==> src/rtl/hilotof_result_arbiter.sv <==
// hilotof_result_arbiter: round-robin arbiter that funnels up to 16 result
// sources into the single 32-bit result channel of the UART I/O block.
// One word at a time is captured into a registered output stage. The word can
// optionally carry its source index in the top TAG_BITS bits. Completed output
// handshakes are counted in words_sent.
//
// Handshakes: a transfer happens on a rising clock edge where valid and ready
// are both high. A producer holds valid and data stable until that edge.
// Ready may depend combinationally on valid, but valid never depends on ready.
//
// FSM state is visible externally: dut_dout_valid is 1 exactly in SEND.
module hilotof_result_arbiter #(
  parameter int N_REQ    = 4,
  parameter int TAG_BITS = 0,
  localparam int IW      = (N_REQ > 1) ? $clog2(N_REQ) : 1
) (
  input  logic                  clock,
  input  logic                  sys_reset_n,
  input  logic [32*N_REQ-1:0]   req_data,
  input  logic [N_REQ-1:0]      req_valid,
  output logic [N_REQ-1:0]      req_ready,
  output logic [31:0]           dut_dout,
  output logic                  dut_dout_valid,
  input  logic                  dut_dout_ready,
  output logic [IW-1:0]         grant_id,
  output logic [15:0]           words_sent
);

  typedef enum logic {
    IDLE = 1'b0,
    SEND = 1'b1
  } state_t;

  // Low bits of a requester word that survive tagging. The whole word survives when TAG_BITS=0.
  localparam logic [31:0] DATA_MASK = 32'hFFFF_FFFF >> TAG_BITS;

  state_t          state;
  state_t          state_nxt;
  logic            run;
  logic [IW-1:0]   rr_ptr;
  logic [IW-1:0]   winner;
  logic            found;
  logic [IW:0]     cand_sum;
  logic [IW-1:0]   cand;
  logic [31:0]     win_data;
  logic [31:0]     tag_val;
  logic [31:0]     win_word;
  logic            accept;

  // Round-robin search. Scan offsets from highest to lowest so the last hit
  // is the valid requester closest to rr_ptr.
  always_comb begin
    winner   = '0;
    found    = 1'b0;
    cand_sum = '0;
    cand     = '0;
    for (int i = N_REQ - 1; i >= 0; i--) begin
      cand_sum = {1'b0, rr_ptr} + (IW+1)'(i);
      cand     = (cand_sum >= (IW+1)'(N_REQ)) ? IW'(cand_sum - (IW+1)'(N_REQ))
                                              : IW'(cand_sum);
      if (req_valid[cand]) begin
        winner = cand;
        found  = 1'b1;
      end
    end
  end

  // Select the winner's word and apply the optional source tag.
  // The tag shift is 32 when TAG_BITS=0, so no tag is added.
  always_comb begin
    win_data = '0;
    for (int k = 0; k < N_REQ; k++) begin
      if (winner == IW'(k)) win_data = req_data[32*k +: 32];
    end
    tag_val  = {{(32-IW){1'b0}}, winner} << (32 - TAG_BITS);
    win_word = (win_data & DATA_MASK) | tag_val;
  end

  assign accept         = run && (state == IDLE) && found;
  assign dut_dout_valid = (state == SEND);

  // One-hot accept toward the winning requester, only while idle and running.
  always_comb begin
    req_ready = '0;
    if (accept) req_ready[winner] = 1'b1;
  end

  // Next-state logic: IDLE captures a word, SEND waits for the I/O block.
  always_comb begin
    state_nxt = state;
    case (state)
      IDLE:    if (accept) state_nxt = SEND;
      SEND:    if (dut_dout_ready) state_nxt = IDLE;
      default: state_nxt = IDLE;
    endcase
  end

  // State register. Reset drops any captured word immediately.
  always_ff @(posedge clock or negedge sys_reset_n) begin
    if (!sys_reset_n) state <= IDLE;
    else              state <= state_nxt;
  end

  // Output stage, round-robin pointer, run flag and delivered-word counter.
  always_ff @(posedge clock or negedge sys_reset_n) begin
    if (!sys_reset_n) begin
      run        <= 1'b0;
      dut_dout   <= '0;
      grant_id   <= '0;
      rr_ptr     <= '0;
      words_sent <= '0;
    end else begin
      run <= 1'b1;
      if (accept) begin
        dut_dout <= win_word;
        grant_id <= winner;
        rr_ptr   <= (winner == IW'(N_REQ - 1)) ? '0 : winner + 1'b1;
      end
      if ((state == SEND) && dut_dout_ready) words_sent <= words_sent + 16'd1;
    end
  end

endmodule
==> config.mk <==
export PLATFORM = sky130hd
export DESIGN_NAME = hilotof_result_arbiter
export DESIGN_NICKNAME = d
export VERILOG_FILES = /design/src/rtl/hilotof_result_arbiter.sv
export SDC_FILE = /design/constraint.sdc
export NUM_CORES = 1
export LEC_CHECK = 0
export ABC_AREA = 1
export BUFFER_PORTS_ARGS = -buffer_cell sky130_fd_sc_hd__buf_2
export CAP_MARGIN = 20
export CELL_PAD_IN_SITES_DETAIL_PLACEMENT = 1
export CELL_PAD_IN_SITES_GLOBAL_PLACEMENT = 2
export CORE_MARGIN = 2
export CORE_UTILIZATION = 24
export CTS_CLUSTER_SIZE = 8
export DETAILED_ROUTE_END_ITERATION = 10
export GPL_TIMING_DRIVEN = 0
export PLACE_DENSITY_LB_ADDON = 0.2
export SLEW_MARGIN = 20
export SYNTH_ARGS = -nofsm -noshare
export SYNTH_HDL_FRONTEND = slang
export SYNTH_SLANG_ARGS = --single-unit
export TNS_END_PERCENT = 100
==> constraint.sdc <==
create_clock -name clock -period 3.6 [get_ports clock]
set_input_delay 0.72 -clock clock [delete_from_list [all_inputs] [get_ports clock]]
set_output_delay 0.72 -clock clock [all_outputs]
set_load 0.01 [all_outputs]
==> metrics.txt, run 1 <==
Leak=2.74 nW; CTS clk-pin slew, worst paths=0.08 ns; Core Rows=44; Max Cap Viol=0; fraction of registers with async set/reset=100%; setup repair bufs after CTS=0; sw frac=53.7%; fillers=1936; critical path type=reg2out; Total Routing Usage GR=16.9%; vias per inst=4.43; status=finished, final reports clean; most common cell after layout, fill and taps aside=nand2_1; Reg2Reg Setup Slack=0.66 ns; CP max FO=10; Startpoint Class=flip-flop; Synth warnings=0; via count=4030; Worst-Margin Slew=0.730 ns; Hold Path Class=in2async; die area=15600 sq um; CTS tree=done; final setup vio count=0; power per cell area=1020 nW/um^2; final setup skew=0.00796 ns; RePlAce Congestion=0.806; Synth Flop Type=dfrtp_1; RSZ-0062 raised after global routing=true; Initial DRC Count=119; initial antenna violation count=0; commonest non-fill, non-tap cells in the layout=257 x nand2_1, 193 x buf_2, 54 x dfrtp_1; Gate Count Post-Synth=532; Post-Syn Area=3510 sq um; drt total wl=13300 microns; post-DP HPWL=10900 microns; crit path DAT=2.63 ns; Ports=190; DRT Pass-1 Iters=4; Critical Path End Type=primary output; max_slew headroom=51.3%; Comb pwr share=70.2%; Seq pwr share=19.8%; Critical Path, Cell by Cell=buf_6 > nand2_1 > nand2_1 > nand2_1 > nand2_1 > inv_1 > nand2_1 > nand3_1 > nand2_1 > ha_1 > inv_1 > clkbuf_1 > nor2_1 > buf_2; sequential cell area=1350 sq um; fraction of layout cells with a size suffix above 1=30.5%; WL/cell=14.7 microns; crit path buf inv count=5; die height=125 microns; Seq/Total Area, Yosys=38.5%; Port-buffer cells=189; number of CTS-inserted buffers=5; first-pass GRT wire length=21500 microns; Yosys reg bits=54; Layout area overhead=37.5%; clock latency on the worst-skew pair=0.30 ns; final hold slack=0.473 ns; largest net degree at the start of global routing=55; core outline area=14400 sq um; Multi-input gate area=1890 sq um; final period utilization=92.9%; maximum vdd drop=0.000275 V; Residual DRC=0; CTS H-tree lvls=2; CP required=2.88 ns; Worst path slowest cell=dfrtp_1; Syn Area/Cell=6.60 sq um; Post-Syn Nets=672; Slew Limit Fails=0; # clock sinks=54; nets=864; EDFF count, synth=0; synth unique cells=28; Max stage delay on crit path=0.44 ns; ANT nets after route=0; Clk pwr share=10.0%; Int Power=2.27 mW; fmax=299 MHz; number of global-route vias before repair=4277; die width=125 microns; cell mode on critical path=nand2_1; CP top delay family=buffers and inverters; grt ovf=0; Final Critical Period=3.35 ns; Net Sw Power=2.64 mW; initial core utilization=24.3%; final hold violations=0; Max clock buf depth=2; Root Buffer Master=clkbuf_16; Tot Pwr=4.91 mW
==> cell usage after synthesis (2+ instances only) <==
library cell | count | area [sq um]
nand3_1 | 16 | 80.1
nor2_1 | 13 | 48.8
xor2_1 | 7 | 61.3
o21ai_1 | 20 | 100
o21ai_0 | 48 | 240
buf_2 | 5 | 25.0
ha_1 | 5 | 62.6
inv_1 | 29 | 109
nand2_2 | 2 | 12.5
nor2_2 | 2 | 12.5
a21oi_1 | 32 | 160
clkbuf_1 | 17 | 63.8
nand2_1 | 257 | 965
dfrtp_1 | 54 | 1350
xnor2_1 | 4 | 35.0
nand4_1 | 3 | 18.8
buf_4 | 3 | 22.5
buf_6 | 4 | 45.0
nor3_1 | 2 | 10.0
==> per-stage QoR <==
step | instance area (sq um) | setup TNS [ns] | utilization (%) | setup slack [ns] | cells
floorplan | 3510 | 0 | - | 0.630 | 532
finish | 4830 | 0 | 33.5 | 0.254 | 910
global placement | 4690 | 0 | 32.5 | 0.00301 | 905
CTS | 4830 | 0 | 33.5 | 0.111 | 912
detailed placement | 4690 | -0.0387 | 32.5 | -0.0387 | 905
global route | 4820 | -0.0957 | 33.4 | -0.0957 | 909
==> flip-flops by register name, summed over array words and instances (netlist names) <==
signal / flops
dut_dout: 32
words_sent: 16
grant_id: 2
rr_ptr: 2
dut_dout_valid: 1
run: 1
==> layer usage <==
layer | track usage [%] | wire length (microns) | up-vias
met2 | 29.1 | 6270 | 127
li1 | - | - | 2056
met3 | 3.81 | 883 | 15
met5 | 0 | 0 | -
met1 | 21.4 | 5930 | 1832
met4 | 4.84 | 258 | 0
==> what timing repair did <==
| item | CTS | global route |
|---|---|---|
| hold endpoints to repair | 0 | 0 |
| hold buffers | 0 | 0 |
| gates resized for setup | 0 | 1 |
| endpoints found under the setup margin | 1 | 3 |
| gates cloned | 0 | 0 |
==> area by class of cell <==
class / instances / area share (%)
inverter: 31 / 2.46
buffer: 25 / 2.93
tap: 184 / 4.77
antenna: 1 / 0.0519
sequential: 54 / 28.0
clock buffer: 5 / 2.59
multi-input combinational: 418 / 39.1
clock inverter: 3 / 0.441
timing repair buffer: 189 / 19.7
==> power by group through the flow <==
stage               Sequential (mW)  Combinational (mW)  Clock (mW)
detailed placement            0.985                3.53           0
finish                        0.972                3.45       0.494
CTS                           0.976                3.54       0.511
global placement              0.977                3.44           0
global route                   1.00                4.03       0.536
floorplan                      1.06                2.28           0
==> final timing paths <==
check / from / to / cells past startpoint
worst max-delay path: rr_ptr[0]$_DFFE_PN0P_ / req_ready[2] / 14
worst min-delay path: sys_reset_n / words_sent[3]$_DFFE_PN0P_ / 1
worst max register to register: rr_ptr[0]$_DFFE_PN0P_ / dut_dout[6]$_DFFE_PN0P_ / 20
worst min register to register: dut_dout[8]$_DFFE_PN0P_ / dut_dout[8]$_DFFE_PN0P_ / 2
max in group asynchronous: sys_reset_n / dut_dout[28]$_DFFE_PN0P_ / 1
min in group clock: dut_dout[8]$_DFFE_PN0P_ / dut_dout[8]$_DFFE_PN0P_ / 2
==> cells by family after synthesis <==
family          synth area share [%]
fa+ha+maj                       1.78
buf+inv                         7.84
flops                           38.5
other cells                    0.107
simple gates                    34.5
mux                            0.321
xor+xnor                        2.74
compound gates                  14.3
(Power assumes the default switching activity.)
==> run 2: changes to the inputs <==
- CORE_MARGIN: 2 -> 8
- CORE_UTILIZATION: 24 -> 25
- CTS_BUF_LIST: default -> sky130_fd_sc_hd__clkbuf_8
==> run 2 against run 1 <==
  * Wire length increased by 9.1%
  * Hold slack got worse by 0.012 ns
  * Cell area decreased by 0.16%
  * Register-to-register slack got worse by 0.16 ns
  * Critical path depth unchanged
  * Power increased by 0.58%
  * Sequential share of layout area about the same
  * First-iteration DRC count increased by 27%
  * Setup slack got worse by 0.00072 ns
  * Sequential cell count unchanged
  * Critical path type unchanged
  * Largest cell class unchanged
==> metrics.txt, run 2 (synthesis results as in run 1) <==
status=finished, final reports clean; CTS tree=done; RSZ-0062 raised after global routing=false; setup tns final=0 ns (unchanged); commonest non-fill, non-tap cells in the layout=257 x nand2_1, 193 x buf_2, 54 x dfrtp_1; CP required=2.88 ns (about the same); final hold slack=0.461 ns (-0.0119 ns); Max clock buf depth=2 (unchanged); Startpoint Class=flip-flop; number of CTS-inserted buffers=5 (unchanged); Post-Place Cells=901 (-0.44%); final instance area=4820 sq um (-0.16%); Setup WS post-layout=0.254 ns (-0.000721 ns); Tot Pwr=4.94 mW (+0.58%); die width=135 microns (+7.6%); Top reg by flops=dut_dout; nets=868 (+0.46%); fraction of layout cells with a size suffix above 1=30.9% (+0.42 points); fmax=299 MHz (about the same); Initial DRC Count=151 (+27%); core outline area=13800 sq um (-4.1%); Core Util, Final=34.8% (+1.4 points); post-DP HPWL=11500 microns (+5.9%); Total Routing Usage GR=16.0% (-0.95 points); Max Cap Viol=0 (unchanged); initial core utilization=25.4% (+1.1 points); CTS clk-pin slew, worst paths=0.10 ns (+0.02 ns); Finished Layout Cells=908 (-0.22%); Post-CTS Hold Fix Bufs=0 (unchanged); ANT nets after route=0 (unchanged); Leak=2.74 nW (+0.11%); power per cell area=1030 nW/um^2 (+0.74%); Root Buffer Master=clkbuf_8; Slew Limit Fails=0 (unchanged); max_slew headroom=51.6% (+0.23 points); final setup vio count=0 (unchanged); most common cell after layout, fill and taps aside=nand2_1; max FFs per register=32 (unchanged); CTS H-tree lvls=2 (unchanged); reg2reg path depth=18 (-10%); Hold Path Class=in2async; initial antenna violation count=0 (unchanged); via count=4104 (+1.8%); vias per inst=4.52 (+2.1%); r2r startpoint=rr_ptr[0]$_DFFE_PN0P_; Reg2Reg Setup Slack=0.50 ns (-0.16 ns); CP max FO=10 (unchanged); pre-CTS WS=-0.0872 ns (-0.0485 ns); Ports=190 (unchanged); clock latency on the worst-skew pair=0.32 ns (+0.02 ns); number of global-route vias before repair=4571 (+6.9%); Residual DRC=0 (unchanged); drt total wl=14500 microns (+9.1%); die height=135 microns (+7.6%); Critical Path End Type=primary output; Layout area overhead=37.2%; # clock sinks=54 (unchanged); DRT Pass-1 Iters=4 (unchanged); Final Critical Period=3.35 ns (+0.000721 ns); critical path type=reg2out; Worst-Margin Slew=0.726 ns (-0.00351 ns); dpl cell area=4680 sq um (-0.11%); final setup skew=0.00852 ns (+0.000559 ns); crit path DAT=2.63 ns (about the same); final period utilization=93.0% (about the same); Port-buffer cells=189 (unchanged); WL/cell=16.0 microns (+9.3%); final hold violations=0 (unchanged); grt ovf=0 (unchanged); RePlAce Congestion=0.796 (-1.2%); maximum vdd drop=0.000293 V (+6.8%); first-pass GRT wire length=23300 microns (+8.2%); Core Rows=43 (-2.3%); reg-to-reg critical path endpoint=dut_dout[11]$_DFFE_PN0P_; largest net degree at the start of global routing=55 (unchanged); die area=18100 sq um (+16%); ANT cells=0 (-1); Largest regs=dut_dout: 32 flops, words_sent: 16 flops
run 2: cell count changes in the layout (fill, tap and decap cells not counted), sizes merged:
cell,before,now
buf,201,205
clkinv,2,0
bufinv,0,1
clkbuf,18,19
diode,1,0
inv,31,30
run 2: layout make-up:
cell class | count | area [sq um]
fillers | 1827 | 9010
multi-input cells | 418 | 1890
flip-flops and latches | 54 | 1350
repair buffers | 193 | 978
well taps | 180 | 225
plain buffers | 25 | 141
inverters | 31 | 123
clock buffers | 6 | 82.6
clock inverters | 1 | 30.0
run 2: power breakdown:
group          switching [mW]  internal [mW]
combinational            2.30           1.24
sequential              0.147          0.825
clock                   0.213          0.223
total                    2.66           2.28
run 2: timing repair:
action                                  in CTS  in global routing
buffers inserted                             0                  4
endpoints found under the setup margin       2                  3
gates resized for setup                      1                  2
run 2: per-layer routing:
layer | vias to the layer above | track usage, % | wire, microns
met5 | - | 0 | 0
met4 | 0 | 3.87 | 129
met3 | 7 | 4.46 | 1030
met2 | 124 | 27.4 | 6930
met1 | 1910 | 19.2 | 6450
li1 | 2063 | - | -
run 2: worst max-delay path, cell delays in order, from the launching register on:
cell	delay, ns
dfrtp_1	0.45
inv_2	0.15
nand2_1	0.07
nand2_1	0.12
nand2_1	0.08
nand2_1	0.08
inv_1	0.04
nand2_1	0.07
nand3_1	0.08
nand2_1	0.12
ha_1	0.16
clkbuf_1	0.27
clkinvlp_4	0.30
nor2_1	0.16
buf_2	0.14
run 2: worst max-delay path by stage:
stage | startpoint | cells after the start | endpoint | slack (ns)
3_3_place_gp | req_valid[0] | 15 | req_ready[3] | -0.05
4_1_cts | rr_ptr[0]$_DFFE_PN0P_ | 15 | req_ready[1] | 0.04
2_1_floorplan | req_valid[0] | 13 | req_ready[3] | 0.63
6_report | rr_ptr[0]$_DFFE_PN0P_ | 14 | req_ready[2] | 0.25
5_1_grt | rr_ptr[0]$_DFFE_PN0P_ | 13 | req_ready[2] | 0.004
3_5_place_dp | req_valid[0] | 15 | req_ready[3] | -0.09
